**src/rtl/load_store_unit_if.sv**
```systemverilog
// Core-side request/response and data-memory signals of the load/store unit.
// The slave modport is the unit's view; master is the core/memory side.
interface load_store_unit_if;
    logic        req_valid;
    logic        req_ready;
    logic        req_we;
    logic [2:0]  req_funct3;
    logic [31:0] req_addr;
    logic [31:0] req_wdata;
    logic        resp_valid;
    logic [31:0] resp_rdata;
    logic        resp_err;
    logic        mem_req;
    logic        mem_we;
    logic [31:0] mem_addr;
    logic [31:0] mem_wdata;
    logic [31:0] mem_rdata;
    logic        mem_ack;

    modport slave (
        input  req_valid, req_we, req_funct3, req_addr, req_wdata, mem_rdata, mem_ack,
        output req_ready, resp_valid, resp_rdata, resp_err, mem_req, mem_we, mem_addr,
        mem_wdata
    );

    modport master (
        output req_valid, req_we, req_funct3, req_addr, req_wdata, mem_rdata, mem_ack,
        input  req_ready, resp_valid, resp_rdata, resp_err, mem_req, mem_we, mem_addr,
        mem_wdata
    );
endinterface

```
**src/rtl/load_store_unit.sv**
```systemverilog
// RV32I load/store unit over a word-wide data memory. Sub-word stores are done as
// read-modify-write; every memory access is bounded by an optional ack timeout.
module load_store_unit #(
    parameter int unsigned TIMEOUT_CYCLES = 255
) (
    input logic              clk,
    input logic              rst,
    load_store_unit_if.slave bus
);
    localparam int unsigned CntW = (TIMEOUT_CYCLES > 1) ? $clog2(TIMEOUT_CYCLES + 1) : 1;

    typedef enum logic [1:0] {StIdle, StRd, StWr, StResp} state_e;

    state_e            state_q, state_d;
    logic              we_q, we_d;
    logic [2:0]        funct3_q, funct3_d;
    logic [31:0]       addr_q, addr_d;
    logic [31:0]       wdata_q, wdata_d;
    logic [31:0]       word_q, word_d;
    logic [31:0]       rdata_q, rdata_d;
    logic              err_q, err_d;
    logic [CntW-1:0]   cnt_q, cnt_d, cnt_inc;
    logic              access_err, timeout_hit;
    logic [31:0]       rd_shift, load_val, merged;

    always_comb begin
        access_err = (bus.req_funct3 == 3'd3) || (bus.req_funct3 > 3'd5)
                  || (bus.req_we && (bus.req_funct3 > 3'd2))
                  || (((bus.req_funct3 == 3'd1) || (bus.req_funct3 == 3'd5)) && bus.req_addr[0])
                  || ((bus.req_funct3 == 3'd2) && (bus.req_addr[1:0] != 2'b00));

        rd_shift = bus.mem_rdata >> {addr_q[1:0], 3'b000};
        case (funct3_q)
            3'd0:    load_val = {{24{rd_shift[7]}}, rd_shift[7:0]};
            3'd1:    load_val = {{16{rd_shift[15]}}, rd_shift[15:0]};
            3'd4:    load_val = {24'd0, rd_shift[7:0]};
            3'd5:    load_val = {16'd0, rd_shift[15:0]};
            default: load_val = bus.mem_rdata;
        endcase

        // Only the addressed lane(s) of the previously read word are replaced.
        merged = word_q;
        case (funct3_q[1:0])
            2'd0:    merged[{addr_q[1:0], 3'b000} +: 8] = wdata_q[7:0];
            2'd1:    merged[{addr_q[1], 4'b0000} +: 16] = wdata_q[15:0];
            default: merged = wdata_q;
        endcase

        cnt_inc     = cnt_q + CntW'(1);
        timeout_hit = (TIMEOUT_CYCLES != 0) && (32'(cnt_inc) == TIMEOUT_CYCLES);
    end

    always_comb begin
        state_d  = state_q;
        we_d     = we_q;
        funct3_d = funct3_q;
        addr_d   = addr_q;
        wdata_d  = wdata_q;
        word_d   = word_q;
        rdata_d  = rdata_q;
        err_d    = err_q;
        cnt_d    = cnt_q;

        case (state_q)
            StIdle: begin
                cnt_d = '0;
                if (bus.req_valid) begin
                    we_d     = bus.req_we;
                    funct3_d = bus.req_funct3;
                    addr_d   = bus.req_addr;
                    wdata_d  = bus.req_wdata;
                    rdata_d  = '0;
                    err_d    = access_err;
                    if (access_err) begin
                        state_d = StResp;
                    end else if (bus.req_we && (bus.req_funct3 == 3'd2)) begin
                        state_d = StWr;
                    end else begin
                        state_d = StRd;
                    end
                end
            end
            StRd: begin
                if (bus.mem_ack) begin
                    cnt_d  = '0;
                    word_d = bus.mem_rdata;
                    if (we_q) begin
                        state_d = StWr;
                    end else begin
                        rdata_d = load_val;
                        state_d = StResp;
                    end
                end else if (timeout_hit) begin
                    cnt_d   = '0;
                    err_d   = 1'b1;
                    state_d = StResp;
                end else begin
                    cnt_d = cnt_inc;
                end
            end
            StWr: begin
                if (bus.mem_ack) begin
                    cnt_d   = '0;
                    state_d = StResp;
                end else if (timeout_hit) begin
                    cnt_d   = '0;
                    err_d   = 1'b1;
                    state_d = StResp;
                end else begin
                    cnt_d = cnt_inc;
                end
            end
            default: begin
                state_d = StIdle;
            end
        endcase
    end

    assign bus.req_ready  = (state_q == StIdle);
    assign bus.resp_valid = (state_q == StResp);
    assign bus.resp_rdata = (state_q == StResp) ? rdata_q : 32'd0;
    assign bus.resp_err   = (state_q == StResp) && err_q;
    assign bus.mem_req    = (state_q == StRd) || (state_q == StWr);
    assign bus.mem_we     = (state_q == StWr);
    assign bus.mem_addr   = {addr_q[31:2], 2'b00};
    assign bus.mem_wdata  = merged;

    always_ff @(posedge clk) begin
        if (!rst) begin
            state_q  <= StIdle;
            we_q     <= 1'b0;
            funct3_q <= 3'd0;
            addr_q   <= 32'd0;
            wdata_q  <= 32'd0;
            word_q   <= 32'd0;
            rdata_q  <= 32'd0;
            err_q    <= 1'b0;
            cnt_q    <= '0;
        end else begin
            state_q  <= state_d;
            we_q     <= we_d;
            funct3_q <= funct3_d;
            addr_q   <= addr_d;
            wdata_q  <= wdata_d;
            word_q   <= word_d;
            rdata_q  <= rdata_d;
            err_q    <= err_d;
            cnt_q    <= cnt_d;
        end
    end
endmodule

```
**src/flat_wrapper.sv**
```systemverilog
// flat-port wrapper written by rule: the top's interface ports become plain ports
module load_store_unit_flat 
#(
    parameter int unsigned TIMEOUT_CYCLES = 255
)
  (clk, rst, bus_req_valid, bus_req_we, bus_req_funct3, bus_req_addr, bus_req_wdata, bus_mem_rdata, bus_mem_ack, bus_req_ready, bus_resp_valid, bus_resp_rdata, bus_resp_err, bus_mem_req, bus_mem_we, bus_mem_addr, bus_mem_wdata);
  load_store_unit_if bus_i ();
  input logic clk;
  input logic rst;
  input wire logic [$bits(bus_i.req_valid)-1:0] bus_req_valid;
  input wire logic [$bits(bus_i.req_we)-1:0] bus_req_we;
  input wire logic [$bits(bus_i.req_funct3)-1:0] bus_req_funct3;
  input wire logic [$bits(bus_i.req_addr)-1:0] bus_req_addr;
  input wire logic [$bits(bus_i.req_wdata)-1:0] bus_req_wdata;
  input wire logic [$bits(bus_i.mem_rdata)-1:0] bus_mem_rdata;
  input wire logic [$bits(bus_i.mem_ack)-1:0] bus_mem_ack;
  output wire logic [$bits(bus_i.req_ready)-1:0] bus_req_ready;
  output wire logic [$bits(bus_i.resp_valid)-1:0] bus_resp_valid;
  output wire logic [$bits(bus_i.resp_rdata)-1:0] bus_resp_rdata;
  output wire logic [$bits(bus_i.resp_err)-1:0] bus_resp_err;
  output wire logic [$bits(bus_i.mem_req)-1:0] bus_mem_req;
  output wire logic [$bits(bus_i.mem_we)-1:0] bus_mem_we;
  output wire logic [$bits(bus_i.mem_addr)-1:0] bus_mem_addr;
  output wire logic [$bits(bus_i.mem_wdata)-1:0] bus_mem_wdata;
  assign bus_i.req_valid = bus_req_valid;
  assign bus_i.req_we = bus_req_we;
  assign bus_i.req_funct3 = bus_req_funct3;
  assign bus_i.req_addr = bus_req_addr;
  assign bus_i.req_wdata = bus_req_wdata;
  assign bus_i.mem_rdata = bus_mem_rdata;
  assign bus_i.mem_ack = bus_mem_ack;
  assign bus_req_ready = bus_i.req_ready;
  assign bus_resp_valid = bus_i.resp_valid;
  assign bus_resp_rdata = bus_i.resp_rdata;
  assign bus_resp_err = bus_i.resp_err;
  assign bus_mem_req = bus_i.mem_req;
  assign bus_mem_we = bus_i.mem_we;
  assign bus_mem_addr = bus_i.mem_addr;
  assign bus_mem_wdata = bus_i.mem_wdata;
  load_store_unit #(.TIMEOUT_CYCLES(TIMEOUT_CYCLES)) u_core (.clk(clk), .rst(rst), .bus(bus_i));
endmodule
```
**config.mk**
```make
export PLATFORM = sky130hd
export DESIGN_NAME = load_store_unit_flat
export DESIGN_NICKNAME = d
export VERILOG_FILES = /design/src/rtl/load_store_unit_if.sv /design/src/rtl/load_store_unit.sv /design/src/flat_wrapper.sv
export SDC_FILE = /design/constraint.sdc
export NUM_CORES = 1
export LEC_CHECK = 0
export CAP_MARGIN = 20
export CELL_PAD_IN_SITES_DETAIL_PLACEMENT = 1
export CELL_PAD_IN_SITES_GLOBAL_PLACEMENT = 2
export CORE_ASPECT_RATIO = 0.75
export CORE_UTILIZATION = 29
export DETAILED_ROUTE_END_ITERATION = 6
export PLACE_DENSITY = 0.82
export SYNTH_ARGS = -nofsm -noshare
export SYNTH_HDL_FRONTEND = slang
export SYNTH_SLANG_ARGS = --single-unit
```
**constraint.sdc**
```tcl
create_clock -name clk -period 9.8 [get_ports clk]
set_clock_uncertainty 0.15 [all_clocks]
set_input_delay 1.96 -clock clk [delete_from_list [all_inputs] [get_ports clk]]
set_output_delay 1.96 -clock clk [all_outputs]
set_load 0.02 [all_outputs]
```
==> impl_metrics.json, run 1 <==
{
  "outcome": "finished, final reports clean",
  "root_buffer": "clkbuf_16",
  "wl_met2_mm": 11.57,
  "drt_iter0_drc": 446,
  "synthTopCellsByCount": "232 x nand2_1, 143 x dfxtp_1, 124 x a21oi_1",
  "postCtsSetupRepairBufs": 0,
  "cts_buffers": 17,
  "avgSynthCellArea_um2": 7.751,
  "rows": 50,
  "cp.required_ns": 7.69,
  "cts_tree": "built",
  "min_from": "u_core.rdata_q[14]",
  "cts_hold_buf": 0,
  "crit_chain": "inv_1 -> ha_1 -> nor4b_2 -> a221oi_1 -> a211oi_1 -> a21o_1 -> clkdlybuf4s50_1",
  "cpMaxStageDelayCell": "dfxtp_2",
  "ys_seq_elements": 143,
  "startpoint": "u_core.addr_q[1]",
  "p_per_area_mw_per_mm2": 223.0,
  "cts.clk_slew.worst_paths_ns": 0.06,
  "period_share_pct": 66.73,
  "yosysSeqAreaShare_pct": 37.92,
  "irDropWorstVdd_uv": 147.1,
  "synth_cells": 974,
  "top_layer_used": "met4",
  "cp_num_buf_inv": 2,
  "fmax_ghz": 0.1529,
  "min_path_type": "flop to flop",
  "worst_pin_slew_ns": 1.048,
  "area_growth_pct": 34.22,
  "final_util_pct": 40.09,
  "crit_type": "flop to output port",
  "diodes": 0,
  "crit_path_max_incr_delay_ns": 1.00,
  "nNetsFinal": 1215,
  "drv_slew": 0,
  "grt_overflow": 0,
  "routed_wl_mm": 27.90,
  "critPathCaptureType": "output port",
  "total_power_mw": 2.260,
  "ys_warn_count": 0,
  "grt_pass1_wl_mm": 43.11,
  "async_flop_share_pct": 0,
  "synth-edff-count": 0,
  "drc": 0,
  "cp-start-kind": "flop",
  "finalCriticalPeriod_ns": 6.540,
  "drt-met1-wl_mm": 13.99,
  "fillers": 3030,
  "final_hold_viol_count": 0,
  "synth_largest_area_cell": "dfxtp_1",
  "worst-path-max-fanout": 39,
  "antenna_found_initial": 0,
  "wl_per_cell_um": 19.28,
  "synth.area.top_cells": "dfxtp_1 38%, nand2_1 12%, a21oi_1 8.2%, buf_4 3.3%, and2_1 3.0%",
  "num_vias": 7406,
  "clockBufferDepth": 2,
  "worstSkewPairLatency_ns": 0.43,
  "grt_use_total_pct": 20.93,
  "initial_core_util_pct": 29.87,
  "core-area_mm2": 0.02527,
  "cts_sinks": 143,
  "p_leak_nw": 3.557,
  "ff2ff_setup_slack_ns": 7.10,
  "met3_length_mm": 2.082,
  "synth_cell_type_count": 56,
  "viasPerCell": 5.118,
  "synth.top_cell.area_share_pct": 37.92,
  "synth.most_common_cell": "nand2_1",
  "rsz0062_at_grt": "no",
  "finalSetupViolations": 0,
  "ios": 205,
  "cp.arrival_ns": 4.43,
  "relSlewSlack_pct": 30.12,
  "cts_resized": 0,
  "die-area_mm2": 0.02669,
  "grt_max_degree": 93,
  "rr_startpoint": "u_core.addr_q[1]",
  "hold_ws_ns": 0.2958,
  "antenna_left": 0,
  "syn-cell-area_mm2": 0.007550,
  "synthFlopType": "dfxtp_1",
  "die_width_um": 188.3,
  "first_global_vias": 7301,
  "first_pass_iters": 5,
  "htree_levels": 4,
  "place.gp.congestion": 0.8224,
  "critPathTopFamily": "buffers and inverters",
  "final_layout_size_suffix_gt1_share_pct": 4.869,
  "hpwl_mm": 19.72,
  "finalSetupTns_ns": 0,
  "fp.dieH_um": 141.7,
  "io_buffers": 202,
  "cap_violations": 0
}
routing by layer:
metal / track usage [%] / up-vias
li1: - / 3616
met5: 0 / -
met1: 29.79 / 3585
met2: 30.16 / 187
met3: 7.000 / 18
met4: 4.711 / 0
layout by cell type, fill, tap and decap left out, drive strengths merged, types with 20 or more instances in the layout:
cell           count
nand2            232
clkbuf            23
nor2              32
nor2b             20
a21oi            124
mux2i             22
o21ai             23
clkdlybuf4s50    202
and2              36
a21o              22
a221oi            20
dfxtp            143
cell families after synthesis:
family / after synthesis / synth area share [%]
and+or+nand+nor: 372 / 22.21
AOI/OAI and AO/OA: 296 / 26.09
DFF: 143 / 37.92
buffers and inverters: 124 / 8.137
muxes: 23 / 3.215
adders and majority gates: 13 / 2.155
xor gates and xnor gates: 2 / 0.2321
other: 1 / 0.04967
cell type report:
type / instances / area, um2 / area share, %
clock buffers: 23 / 488.0 / 4.815
clock inverters: 7 / 85.08 / 0.8396
inverters: 16 / 62.56 / 0.6174
multi-input cells: 708 / 4085 / 40.31
flip-flops and latches: 143 / 2865 / 28.28
well taps: 338 / 422.9 / 4.173
repair buffers: 212 / 2125 / 20.97
report_power, final:
part / internal, mW / switching, mW / total (mW)
logic: 0.336 / 0.494 / 0.829
registers: 0.672 / 0.107 / 0.778
clock network: 0.397 / 0.256 / 0.653
through the flow:
stage	std cells	cell area (um2)	setup WS, ns
2_1_floorplan	975	7553	5.222
3_3_place_gp	1415	9518	3.867
3_5_place_dp	1415	9518	3.788
4_1_cts	1445	10090	3.291
5_1_grt	1447	10130	2.947
6_report	1447	10130	3.260
tightest hold or removal path: cells and delay by family (launching register included):
| family | cells | cell delay, ns |
|---|---|---|
| flip-flops | 1 | 0.30 |
| AND/OR/NAND/NOR | 1 | 0.05 |
| AO/OA/AOI/OAI | 1 | 0.05 |
sequential cells by signal (all words and copies together) (netlist names):
signal / count
u_core.wdata_q: 32
u_core.addr_q: 32
u_core.err_q: 1
u_core.word_q: 32
u_core.cnt_q: 8
u_core.state_q: 2
u_core.rdata_q: 32
u_core.funct3_q: 3
u_core.we_q: 1
final timing paths:
path,endpoint,cells after the start
worst max-delay path,bus_mem_wdata[23],7
worst max register to register,u_core.rdata_q[25],5
worst min register to register,u_core.rdata_q[14],2
worst min-delay path,u_core.rdata_q[14],2
(Power assumes the default switching activity.)
==> run 2: changes to the inputs <==
--- a/config.mk
+++ b/config.mk
@@ -9,9 +9,9 @@
 export CELL_PAD_IN_SITES_DETAIL_PLACEMENT = 1
 export CELL_PAD_IN_SITES_GLOBAL_PLACEMENT = 2
 export CORE_ASPECT_RATIO = 0.75
-export CORE_UTILIZATION = 29
+export CORE_UTILIZATION = 27
 export DETAILED_ROUTE_END_ITERATION = 6
-export PLACE_DENSITY = 0.82
+export PLACE_DENSITY = 0.77
 export SYNTH_ARGS = -nofsm -noshare
 export SYNTH_HDL_FRONTEND = slang
 export SYNTH_SLANG_ARGS = --single-unit
==> constraint.sdc (replaced) <==
create_clock -name clk -period 6.5 [get_ports clk]
set_clock_uncertainty 0.15 [all_clocks]
set_input_delay 1.3 -clock clk [delete_from_list [all_inputs] [get_ports clk]]
set_output_delay 1.3 -clock clk [all_outputs]
set_load 0.02 [all_outputs]
==> impl_metrics.json, run 2 (same netlist as run 1, synthesis figures left out) <==
{
  "cp.depth": 7,
  "worst_pin_slew_ns": 1.037,
  "crit_chain": "clkinv_1 -> ha_1 -> nor4b_2 -> a221oi_1 -> a211oi_1 -> a21o_1 -> clkdlybuf4s50_1",
  "first_pass_iters": 4,
  "finalWorstSetupSlack_ns": 0.6546,
  "routed_wl_mm": 28.87,
  "cp-start-kind": "flop",
  "cts_buffers": 17,
  "layout_commonest_cell": "nand2_1",
  "cts_hold_buf": 0,
  "grt_max_degree": 89,
  "diodes": 0,
  "cpMaxStageDelayCell": "dfxtp_1",
  "io_buffers": 202,
  "cp.arrival_ns": 4.40,
  "rr_endpoint": "u_core.rdata_q[27]",
  "finalCriticalPeriod_ns": 5.845,
  "nNetsFinal": 1216,
  "ff2ff_setup_slack_ns": 3.82,
  "fillers": 3210,
  "final_cell_count_no_fill": 1463,
  "ios": 205,
  "initial_core_util_pct": 27.76,
  "htree_levels": 4,
  "cp.required_ns": 5.05,
  "hpwl_mm": 20.55,
  "final_cell_mix": "231 x nand2_1, 202 x clkdlybuf4s50_1, 141 x dfxtp_1",
  "startpoint": "u_core.addr_q[0]",
  "cap_violations": 0,
  "antenna_left": 0,
  "die_width_um": 195.1,
  "grt_use_total_pct": 20.17,
  "cts_resized": 0,
  "reg2reg_depth": 5,
  "cts.clk_slew.worst_paths_ns": 0.07,
  "min_path_type": "flop to flop",
  "hold_ws_ns": 0.2977,
  "fp.dieH_um": 146.8,
  "dp.cells": 1429,
  "fmax_ghz": 0.1711,
  "cts_sinks": 143,
  "area_growth_pct": 34.65,
  "postCtsSetupRepairBufs": 0,
  "crit_type": "flop to output port",
  "final_layout_size_suffix_gt1_share_pct": 5.306,
  "place.gp.congestion": 0.8042,
  "drt_iter0_drc": 487,
  "relSlewSlack_pct": 30.35,
  "crit_path_max_incr_delay_ns": 0.84,
  "ff_latch_area_mm2": 0.002865,
  "grt_pass1_wl_mm": 44.59,
  "drv_slew": 0,
  "outcome": "finished, final reports clean",
  "rows": 52,
  "first_global_vias": 7338,
  "worstSkewPairLatency_ns": 0.43,
  "critPathCaptureType": "output port",
  "root_buffer": "clkbuf_16",
  "clockBufferDepth": 2,
  "pre_cts_ws_ns": 1.158,
  "cts_tree": "built",
  "drc": 0,
  "wl_per_cell_um": 19.73,
  "rsz0062_at_grt": "no",
  "worst-path-max-fanout": 22,
  "period_share_pct": 89.93,
  "die-area_mm2": 0.02864,
  "grt_overflow": 0,
  "critPathTopFamily": "buffers and inverters",
  "crit_end": "bus_mem_wdata[21]",
  "min_from": "u_core.rdata_q[11]",
  "p_leak_nw": 3.555,
  "final_hold_viol_count": 0,
  "finalSetupTns_ns": 0,
  "rr_startpoint": "u_core.addr_q[0]",
  "antenna_found_initial": 0,
  "finalSetupViolations": 0,
  "num_vias": 7394,
  "cp_num_buf_inv": 2,
  "irDropWorstVdd_uv": 199.7,
  "multi_input_area_mm2": 0.004085,
  "viasPerCell": 5.054,
  "p_per_area_mw_per_mm2": 336.5,
  "core-area_mm2": 0.02720
}
run 2: cell types whose count changed in the layout (fill, tap and decap cells not counted), sizes merged:
cell      previous run  this run
bufinv               2         1
clkinvlp             0         2
inv                 14        23
clkbuf              23        19
buf                 10         9
clkinv               7         5
run 2: worst reg2reg max path, stage by stage, from the launching register on:
cell and delay (ns):
dfxtp_1 0.84, mux4_2 0.64, a21o_1 0.29, a31o_4 0.33, a32oi_1 0.23, nor2_1 0.06
run 2: where the power goes:
| part | internal, mW | leakage, nW | total, mW | switching, mW |
|---|---|---|---|---|
| registers | 1.01 | 1.17 | 1.17 | 0.155 |
| clock network | 0.539 | 0.278 | 0.983 | 0.444 |
| logic | 0.508 | 2.11 | 1.27 | 0.764 |
run 2: cell type report:
cell class	count	share of cell area, %
Multi-Input combinational cell	708	40.18
Sequential cell	143	28.18
Timing Repair Buffer	213	21.05
Tap cell	351	4.320
Clock buffer	17	4.185
Clock inverter	15	1.465
Inverter	16	0.6154
run 2: layer usage:
layer | track usage (%) | wire, um | up-vias
li1 | - | - | 3626
met1 | 29.30 | 14600 | 3569
met2 | 29.23 | 12130 | 183
met3 | 6.451 | 1921 | 16
met4 | 3.189 | 215 | 0
met5 | 0 | 0 | -
run 2: how the worst min path moves through the flow:
stage	end	slack, ns	cells after the start
after floorplan	u_core.rdata_q[7]	0.28	2
after global placement	u_core.rdata_q[8]	0.29	2
after detailed placement	u_core.rdata_q[13]	0.29	2
after CTS	u_core.rdata_q[13]	0.30	2
after global routing	u_core.addr_q[14]	0.33	2
final	u_core.rdata_q[11]	0.30	2
run 2: through the flow:
step / utilization (%) / power [mW] / instance area (um2)
finish: 37.38 / 3.421 / 10170
global route: 37.38 / 3.634 / 10170
CTS: 37.20 / 3.456 / 10120
detailed placement: 35.08 / 2.451 / 9542
global placement: 35.08 / 2.431 / 9542
floorplan: - / 1.966 / 7553
==> run 3: changes to the inputs <==
--- a/config.mk
+++ b/config.mk
@@ -12,6 +12,7 @@
 export CORE_UTILIZATION = 27
 export DETAILED_ROUTE_END_ITERATION = 6
 export PLACE_DENSITY = 0.77
+export SLEW_MARGIN = 20
 export SYNTH_ARGS = -nofsm -noshare
 export SYNTH_HDL_FRONTEND = slang
 export SYNTH_SLANG_ARGS = --single-unit
==> impl_metrics.json, run 3 (same netlist as run 1, synthesis figures left out) <==
{
  "irDropWorstVdd_uv": 205.2,
  "critPathCaptureType": "output port",
  "place.gp.congestion": 0.8042,
  "worstSkewPairLatency_ns": 0.44,
  "io_buffers": 202,
  "viasPerCell": 5.072,
  "fp.dieH_um": 146.8,
  "final_hold_viol_count": 0,
  "grt_overflow": 0,
  "drv_slew": 0,
  "antenna_found_initial": 0,
  "crit_chain": "clkinv_1 -> ha_1 -> nor4b_2 -> a221oi_1 -> a211oi_1 -> a21o_1 -> clkdlybuf4s50_1",
  "ios": 205,
  "cts_hold_buf": 0,
  "layout_commonest_cell": "nand2_1",
  "root_buffer": "clkbuf_16",
  "min_path_type": "flop to flop",
  "die_width_um": 195.1,
  "cts_resized": 0,
  "cts_tree": "built",
  "cts.clk_slew.worst_paths_ns": 0.07,
  "rows": 52,
  "die-area_mm2": 0.02864,
  "area_growth_pct": 34.04,
  "cp-start-kind": "flop",
  "cap_violations": 0,
  "ff2ff_setup_slack_ns": 3.82,
  "crit_type": "flop to output port",
  "final_cell_mix": "231 x nand2_1, 202 x clkdlybuf4s50_1, 141 x dfxtp_1",
  "power.switching_mw": 1.360,
  "outcome": "finished, final reports clean",
  "finalSetupTns_ns": 0,
  "grt_max_degree": 89,
  "power_frac_comb_pct": 37.0,
  "ff_latch_area_mm2": 0.002865,
  "routed_wl_mm": 28.85,
  "fmax_ghz": 0.1713,
  "drt_iter0_drc": 416,
  "initial_core_util_pct": 27.76,
  "worst_pin_slew_ns": 1.018,
  "num_vias": 7410,
  "finalCriticalPeriod_ns": 5.839,
  "clockBufferDepth": 2,
  "htree_levels": 4,
  "cts_buffers": 17,
  "rsz0062_at_grt": "no",
  "hold_ws_ns": 0.3000,
  "grt_use_total_pct": 20.17,
  "p_per_area_mw_per_mm2": 337.0,
  "wl_per_cell_um": 19.75,
  "p_leak_nw": 3.532,
  "core-area_mm2": 0.02720,
  "diodes": 0,
  "switching_share_pct": 39.89,
  "drc": 0,
  "relSlewSlack_pct": 31.60,
  "first_pass_iters": 4,
  "cts_sinks": 143,
  "finalSetupViolations": 0,
  "cpMaxStageDelayCell": "dfxtp_1",
  "cp.required_ns": 5.05,
  "internal_power_mw": 2.050,
  "total_power_mw": 3.410,
  "final_layout_size_suffix_gt1_share_pct": 5.315,
  "nNetsFinal": 1214,
  "crit_path_max_incr_delay_ns": 0.83,
  "antenna_left": 0,
  "seq_power_share_pct": 34.2,
  "worst-path-max-fanout": 22,
  "fillers": 3214,
  "cp.arrival_ns": 4.39,
  "postCtsSetupRepairBufs": 0,
  "grt_pass1_wl_mm": 44.59,
  "first_global_vias": 7338,
  "period_share_pct": 89.83,
  "hpwl_mm": 20.55,
  "pwr-share-clk_pct": 28.9,
  "multi_input_area_mm2": 0.004089
}
## run 3: cell types whose count changed in the layout (fill, tap and decap cells not counted), sizes merged
cell    previous run  this run
clkbuf            19        17
## run 3: final timing paths
check                                         from                 end  cells past startpoint
worst min-delay path            u_core.rdata_q[11]  u_core.rdata_q[11]                      2
worst min register to register  u_core.rdata_q[11]  u_core.rdata_q[11]                      2
worst max-delay path              u_core.addr_q[0]   bus_mem_wdata[21]                      7
worst max register to register    u_core.addr_q[0]  u_core.rdata_q[27]                      5
## run 3: per-layer routing
layer / track usage, % / share of wire [%] / vias to the layer above
li1: - / - / 3621
met1: 29.30 / 50 / 3582
met2: 29.23 / 42 / 193
met3: 6.451 / 6.9 / 14
met4: 3.189 / 0.58 / 0
met5: 0 / 0 / -
## run 3: layout make-up
type / instances / area share (%)
multi-input cells: 708 / 40.41
flip-flops and latches: 143 / 28.31
repair buffers: 211 / 20.65
well taps: 351 / 4.340
clock buffers: 17 / 4.204
clock inverters: 15 / 1.471
inverters: 16 / 0.6182
## run 3: critical path, delay by kind of cell (launching register included)
| kind | cells | cell delay [ns] |
|---|---|---|
| AOI/OAI and AO/OA | 3 | 0.67 |
| adders and majority gates | 1 | 0.54 |
| buffers and inverters | 2 | 1.16 |
| DFF | 1 | 0.83 |
| and+or+nand+nor | 1 | 0.74 |
## run 3: power groups by stage
| stage | Sequential (mW) | Combinational (mW) | Clock (mW) |
|---|---|---|---|
| 2_1_floorplan | 1.10 | 0.869 | 0 |
| 3_3_place_gp | 1.18 | 1.25 | 0 |
| 3_5_place_dp | 1.18 | 1.27 | 0 |
| 4_1_cts | 1.17 | 1.28 | 1.02 |
| 5_1_grt | 1.19 | 1.39 | 1.05 |
| 6_report | 1.17 | 1.26 | 0.984 |
## run 3: through the flow
step	util [%]	cell area [um2]	cells	setup WS (ns)
4_1_cts	37.20	10120	1461	0.5856
2_1_floorplan	-	7553	975	2.582
5_1_grt	37.21	10120	1461	0.3453
3_5_place_dp	35.08	9542	1429	1.158
3_3_place_gp	35.08	9542	1429	1.267
6_report	37.21	10120	1461	0.6611
